### src/rtl/async_ram_responder.sv
// Emulates the async cellular-RAM (PSRAM) in on-chip memory: read access latency,
// minimum write pulse width, sticky protocol-violation flag and an access counter.
module async_ram_responder #(
  parameter int ADDR_W        = 8,
  parameter int ACCESS_CYCLES = 4,
  parameter int MIN_WR_CYCLES = 3
) (
  input  logic        clk,
  input  logic        rst,
  input  logic        RamAdv,
  input  logic        RamClk,
  input  logic        RamCS,
  input  logic        MemOE,
  input  logic        MemWR,
  input  logic        RamLB,
  input  logic        RamUB,
  input  logic [26:1] MemAdr,
  input  logic [15:0] db_in,
  output logic [15:0] db_out,
  output logic        db_oe,
  output logic        timing_err,
  output logic [15:0] access_count
);

  localparam int CNT_MAX = ((ACCESS_CYCLES > MIN_WR_CYCLES) ? ACCESS_CYCLES : MIN_WR_CYCLES) + 1;
  localparam int CNT_W   = $clog2(CNT_MAX + 1);

  typedef enum logic [1:0] {IDLE, READ_WAIT, READ_DRIVE, WRITE} state_t;

  state_t              state_q;
  logic [CNT_W-1:0]    cnt_q, cnt_d;
  logic                s_cs_q, s_oe_q, s_we_q, s_lb_q, s_ub_q;
  logic [ADDR_W-1:0]   s_adr_q, adr_q;
  logic [15:0]         s_db_q, wdat_q, db_out_q, access_count_q;
  logic                wlb_q, wub_q, db_oe_q, timing_err_q;
  logic                adr_chg, wr_end, wr_commit;
  logic [15:0]         mem [0:(1<<ADDR_W)-1];

  // Async-mode strobes and aliased upper address bits carry no information here.
  logic unused_ok;
  assign unused_ok = ^{RamAdv, RamClk, MemAdr[26:ADDR_W+1]};

  assign cnt_d     = (cnt_q == CNT_W'(CNT_MAX)) ? cnt_q : cnt_q + CNT_W'(1);
  assign adr_chg   = (s_adr_q != adr_q);
  assign wr_end    = s_we_q | s_cs_q;
  assign wr_commit = !rst && (state_q == WRITE) && wr_end && (cnt_q >= CNT_W'(MIN_WR_CYCLES));

  always_ff @(posedge clk) begin
    if (wr_commit) begin
      if (!wlb_q) mem[adr_q][7:0]  <= wdat_q[7:0];
      if (!wub_q) mem[adr_q][15:8] <= wdat_q[15:8];
    end
  end

  always_ff @(posedge clk) begin
    if (rst) begin
      state_q        <= IDLE;
      cnt_q          <= '0;
      s_cs_q         <= 1'b1;
      s_oe_q         <= 1'b1;
      s_we_q         <= 1'b1;
      s_lb_q         <= 1'b1;
      s_ub_q         <= 1'b1;
      s_adr_q        <= '0;
      s_db_q         <= '0;
      adr_q          <= '0;
      wdat_q         <= '0;
      wlb_q          <= 1'b1;
      wub_q          <= 1'b1;
      db_out_q       <= '0;
      db_oe_q        <= 1'b0;
      timing_err_q   <= 1'b0;
      access_count_q <= '0;
    end else begin
      s_cs_q  <= RamCS;
      s_oe_q  <= MemOE;
      s_we_q  <= MemWR;
      s_lb_q  <= RamLB;
      s_ub_q  <= RamUB;
      s_adr_q <= MemAdr[ADDR_W:1];
      s_db_q  <= db_in;

      case (state_q)
        IDLE: begin
          db_oe_q <= 1'b0;
          if (!s_cs_q && !s_we_q) begin
            state_q <= WRITE;
            cnt_q   <= CNT_W'(1);
            adr_q   <= s_adr_q;
            wdat_q  <= s_db_q;
            wlb_q   <= s_lb_q;
            wub_q   <= s_ub_q;
            if (!s_oe_q) timing_err_q <= 1'b1;
          end else if (!s_cs_q && !s_oe_q) begin
            state_q <= READ_WAIT;
            cnt_q   <= CNT_W'(1);
            adr_q   <= s_adr_q;
          end
        end

        READ_WAIT: begin
          if (s_cs_q || s_oe_q) begin
            state_q <= IDLE;
          end else if (adr_chg) begin
            cnt_q <= CNT_W'(1);
            adr_q <= s_adr_q;
          end else if (cnt_q == CNT_W'(ACCESS_CYCLES)) begin
            state_q        <= READ_DRIVE;
            db_oe_q        <= 1'b1;
            db_out_q       <= mem[adr_q];
            access_count_q <= access_count_q + 16'd1;
          end else begin
            cnt_q <= cnt_d;
          end
        end

        READ_DRIVE: begin
          if (!s_we_q) timing_err_q <= 1'b1;
          if (s_cs_q || s_oe_q) begin
            state_q <= IDLE;
            db_oe_q <= 1'b0;
          end else if (adr_chg) begin
            state_q <= READ_WAIT;
            db_oe_q <= 1'b0;
            cnt_q   <= CNT_W'(1);
            adr_q   <= s_adr_q;
          end
        end

        WRITE: begin
          // The memory commit itself happens in the array block via wr_commit.
          if (wr_end) begin
            state_q <= IDLE;
            if (cnt_q >= CNT_W'(MIN_WR_CYCLES)) access_count_q <= access_count_q + 16'd1;
            else                                timing_err_q   <= 1'b1;
          end else if (adr_chg) begin
            state_q      <= IDLE;
            timing_err_q <= 1'b1;
          end else begin
            cnt_q  <= cnt_d;
            wdat_q <= s_db_q;
            wlb_q  <= s_lb_q;
            wub_q  <= s_ub_q;
          end
        end

        default: state_q <= IDLE;
      endcase
    end
  end

  assign db_out       = db_out_q;
  assign db_oe        = db_oe_q;
  assign timing_err   = timing_err_q;
  assign access_count = access_count_q;

endmodule

### config.mk
export PLATFORM = sky130hd
export DESIGN_NAME = async_ram_responder
export DESIGN_NICKNAME = d
export VERILOG_FILES = /design/src/rtl/async_ram_responder.sv
export SDC_FILE = /design/constraint.sdc
export NUM_CORES = 2
export LEC_CHECK = 0
export BUFFER_PORTS_ARGS = -buffer_cell sky130_fd_sc_hd__buf_2
export CORE_ASPECT_RATIO = 1.4
export CORE_MARGIN = 4
export CORE_UTILIZATION = 59
export CTS_BUF_LIST = sky130_fd_sc_hd__clkbuf_4
export DETAILED_ROUTE_END_ITERATION = 10
export PLACE_DENSITY_LB_ADDON = 0.3
export SYNTH_ARGS = -nofsm -noshare
export SYNTH_HDL_FRONTEND = slang
export SYNTH_SLANG_ARGS = --single-unit
### constraint.sdc
create_clock -name clk -period 4.35 [get_ports clk]
set_input_delay 1.305 -clock clk [delete_from_list [all_inputs] [get_ports clk]]
set_output_delay 1.305 -clock clk [all_outputs]
set_load 0.03 [all_outputs]
After elaboration in Yosys (flattened, before gate mapping). Memories as Yosys holds them, arrays and structs flattened. A register that Yosys moved wholly into a read port is not among the register bits. Cells that the tools add are included.

Multiplexer cells: 63. Add/sub/neg operators: 2. Eq/ne operators: 27. Bitwise logic cells: 3. Reductions and logical operators: 25. Magnitude comparators: 1.

Operator list (number): $mux 16 (8); $pmux 16 s2 (2); $mux 8 (4); $mux 3 (10); $ne 2x2->1 const B (12); $mux 1 (23); $ne 3x3->1 const B (7); $mux 2 (9); $add 16x1->16 const B (1); $pmux 8 s2 (1); $pmux 3 s4 (1); $reduce_and 4->1 (3); $reduce_and 6->1 (2); $reduce_and 5->1 (2); $ne 8x8->1 (1); $pmux 2 s4 (1); $reduce_and 7->1 (1); $eq 3x3->1 const B (2); $pmux 1 s3 (2); $reduce_bool 2->1 (3); $reduce_bool 3->1 (2); $logic_and 1x1->1 (5); $eq 2x2->1 const B (2); $logic_not 1->1 (4); 10 further kinds (13).

Memories: 1. Register bits: 78. Memory bits (writable): 4096. Output and inout port bits: 34. Word-level logic and storage cells: 138.

Memory list: mem (depth 256, bits a word 16, read ports 1, clocked after memory_dff 1, wr ports 1, RTL line 37) `logic [15:0] mem [0:(1<<ADDR_W)-1];`.

Longest topological paths before layout.
Depth after elaboration: 6. Mapped depth: 12.

Worst setup path before layout. Ideal clock, no wire load.

Path type: flip-flop to flip-flop. From: reg wdat_q[0]. To: mem mem[0][0] (data pin). Path slack: 98 ps. Library setup time: 856 ps. Data required time: 3494 ps. Period minus slack after synthesis: 4252 ps. Path buffers: 0. Stages on the path, launching flop included: 1. Data arrival time: 3397 ps. Cells stage by stage: dfxtp_1.

RTL lines: start, declared (RTL line 34) `logic [15:0] s_db_q, wdat_q, db_out_q, access_count_q;`; start signal, assigned (RTL line 90) `wdat_q <= s_db_q;`; start signal, assigned (RTL line 141) `wdat_q <= s_db_q;`; end, declared (RTL line 37).

No word-level cell before the write port.

Final worst setup path.
From: reg adr_q[0]. To: reg db_out_q[5] (netlist: db_out[5]) (read register of mem).

Word-level cells in the longest chain between the ends: 3.

RTL lines: start, declared (RTL line 33) `logic [ADDR_W-1:0] s_adr_q, adr_q;`; start signal, assigned (RTL line 89) `adr_q <= s_adr_q;`; start signal, assigned (RTL line 97) `adr_q <= s_adr_q;`; start signal, assigned (RTL line 106) `adr_q <= s_adr_q;`; $ne 8x8->1 (RTL line 44) `assign adr_chg = (s_adr_q != adr_q);`; $not 1->1 (no source line); $reduce_and 4->1 (no source line); end, declared (RTL line 34).

Several ways; a longest one is shown, not always the timed one. A chain may end at the register's enable or synchronous reset.

==> flow_summary_export.csv <==
group,metric,value,unit
setup_path,startpoint_type,"register",
clocking,cts_root_buf,"clkbuf_4",
sta,finalSetupViolCount,0,
setup_path,slowest_delay,0.80,ns
synth,synth.distinct_cells,68,
floorplan,io_pins,85,
clocking,cts_buffers,903,
floorplan,fp.dieW,451,um
grt,grt-ovfl-total,0,
power,vdd_drop_max,0.282,mV
floorplan,die_y,628,um
synth,yosys_register_bits,4190,
clocking,cts_setup_buffers,0,
setup_path,critPathMostFrequentCell,"buf_4",
synth,avgSynthCellArea,21.6,sq um
power,p_total,77200,uW
setup_path,critPathRequiredTime,5.65,ns
detailed_routing,vias_per_cell,6.35,
grt,grt_pass1_vias,86700,
synth,synth_ff_type,"edfxtp_1",
setup_path,critical_path_class,"reg -> reg",
synth,synth_edf_count,4096,
placement,io_buffers,64,
setup_path,crit_family,"simple AND/OR/NAND/NOR gates",
grt,grt_pass1_wl,590000,um
setup_path,worstPathMaxFanout,15,
synth,synth_area,162000,sq um
sta,max-slew-margin-rel,15.2,%
sta,hold_viol,0,
sta,rsz0062_at_grt,"no",
synth,synth.yosys.seq_area_share,77.0,%
synth,synthArstFlopShare,0,%
detailed_routing,ant_nets,0,
sta,fin_ws,0.131,ns
setup_path,cp_num_buf_inv,2,
sta,layout_min_cycle_time,4.22,ns
sta,final.setup_skew,0.154,ns
clocking,path_clk_slew,0.07,ns
final_layout,syn_to_final_growth,12.5,%
placement,hpwl,256000,um
clocking,clk_path_buf_depth,4,
setup_path,path_cells,"xor2_1 -> nor4_1 -> buf_4 -> and2_1 -> nand2_1 -> buf_4 -> a2111oi_0 -> nand4_1 -> a211oi_1 -> nor3_1",
floorplan,coreArea,273000,sq um
sta,whs,0.162,ns
synth,syn_nets,7551,
grt,grt_max_degree,188,
run,cap_violations,0,
placement,gp_congestion,0.898,
power,p_leak,0.0584,uW
sta,timing.setup.tns,0,ns
placement,dpl.cell_count,11400,
synth,synth_cells,7490,
detailed_routing,avgRoutedWirePerCell,31.1,um
synth,synth_top_area_share,75.9,%
floorplan,die-area,283000,sq um
sta,slew_violations,0,
setup_path,crit_arrival,5.52,ns
worst_hold_path,hold_path_class,"in -> reg",
clocking,h-tree-depth,6,
detailed_routing,drt_first_pass_iters,7,
synth,yosys-top-cells-area,"edfxtp_1 (76%), mux4_2 (15%), mux2i_1 (1.4%)",
setup_path,ff2ff_setup_slack,0.13,ns
detailed_routing,drt_iter0_markers,9971,
floorplan,start_util,59.3,%
power,p_per_area,423,nW/um^2
clocking,cts_tree,"built",
final_layout,drive_gt1_share,35.5,%
floorplan,rows,227,
clocking,cts_sinks,4190,
sta,period_share,97.0,%
detailed_routing,via_count,82800,
sta,max_freq,0.237,GHz
detailed_routing,drc_errors,0,
placement,dpl_worst_slack,-0.0663,ns
detailed_routing,routed_wl,406000,um
synth,synth_top_cell_by_area,"edfxtp_1",
sta,tightest_slew,1.27,ns
grt,antenna_found_initial,19,
setup_path,crit_slowest_cell,"a2111oi_0",
setup_path,cp-end-kind,"register",
final_layout,instances_no_fill,13000,
final_layout,nNetsFinal,8741,
status,outcome,"complete, no violations",
grt,grtUsageTotal,28.8,%
clocking,clk_latency,1.48,ns
synth,ys_warn_count,0,
==> Yosys cell counts (30+ instances only) <==
cell,count
nor2b_1,42
a32oi_1,33
buf_2,157
a21oi_1,107
clkbuf_1,144
edfxtp_1,4096
a22oi_1,100
nor2_1,614
mux2i_1,232
nand2_1,249
dfxtp_1,94
buf_4,93
nand3_1,61
nand4_1,30
mux4_2,1102
==> report_power, final <==
part           internal [uW]  leakage (uW)  switching (uW)  total (uW)
Clock                  14800       0.00685           14400       29300
Combinational           1600        0.0128            2270        3870
Sequential             43900        0.0387             143       44000
Total                  60300        0.0584           16900       77200
==> path summary, 6_finish.rpt <==
check                           endpoint  cells past startpoint                   from
setup reg to reg  db_out[5]$_SDFFE_PP0P_                     10  adr_q[0]$_SDFFE_PP0P_
hold / removal     s_adr_q[0]$_SDFF_PP0_                      2              MemAdr[1]
hold reg to reg   wdat_q[6]$_SDFFE_PP0P_                      2   s_db_q[6]$_SDFF_PP0_
setup / recovery  db_out[5]$_SDFFE_PP0P_                     10  adr_q[0]$_SDFFE_PP0P_
==> area by class of cell <==
class | instances | area (sq um)
Timing Repair Buffer | 724 | 6260
Multi-Input combinational cell | 2848 | 35000
Fill cell | 17400 | 90900
Clock inverter | 245 | 1350
Sequential cell | 4190 | 125000
Clock buffer | 1345 | 10100
Tap cell | 3664 | 4580
Inverter | 13 | 65.1
Antenna cell | 9 | 22.5
==> layer usage <==
layer | vias up | GRT usage, % | wire length (um)
li1 | 34200 | - | -
met1 | 42900 | 35.4 | 134000
met2 | 4715 | 48.0 | 208000
met3 | 999 | 6.21 | 37500
met4 | 14 | 16.5 | 26600
met5 | - | 0 | 104
==> placed cells by master, fill, tap and decap left out, types with 46 or more instances in the layout <==
cell type | Yosys | routed
buf_2 | 157 | 63
a22oi_1 | 100 | 100
buf_12 | 0 | 75
dfxtp_1 | 94 | 71
mux4_2 | 1102 | 1102
mux2i_1 | 232 | 232
clkbuf_4 | 0 | 1345
clkinv_1 | 1 | 174
nand2_1 | 249 | 249
a21oi_1 | 107 | 106
buf_4 | 93 | 570
nand3_1 | 61 | 46
edfxtp_1 | 4096 | 4096
nor2_1 | 614 | 609
==> metrics by stage <==
stage                     area (sq um)  util (%)
after floorplan                 162000         -
final                           182000      66.7
after global placement          171000      62.5
after detailed placement        171000      62.5
after global routing            182000      66.7
after CTS                       182000      66.7
==> what timing repair did <==
action / in CTS / in global routing
resized for setup: 1 / 0
setup endpoints to repair: 1 / 0
hold endpoints to repair: 16 / 0
hold buffers: 16 / 0
==> kinds of logic (layout without fill, tap and decap cells) <==
logic type | count (synthesis) | after routing | synth area share [%]
adders and majority gates | 10 | 10 | 0.0772
muxes | 1357 | 1357 | 16.9
xor gates and xnor gates | 21 | 21 | 0.113
DFF | 4190 | 4190 | 77.0
AOI/OAI and AO/OA | 378 | 378 | 1.63
buffers and inverters | 452 | 2327 | 1.47
other | 0 | 9 | 0
and+or+nand+nor | 1082 | 1082 | 2.78
==> flip-flops by register name, indices dropped and copies added, names as in the netlist, 2 cells and up <==
signal,cells
mem,4096
access_count,16
db_out,16
s_db_q,16
wdat_q,16
adr_q,8
s_adr_q,8
cnt_q,3
state_q,2
No activity file was read; power rests on OpenSTA's default activity.
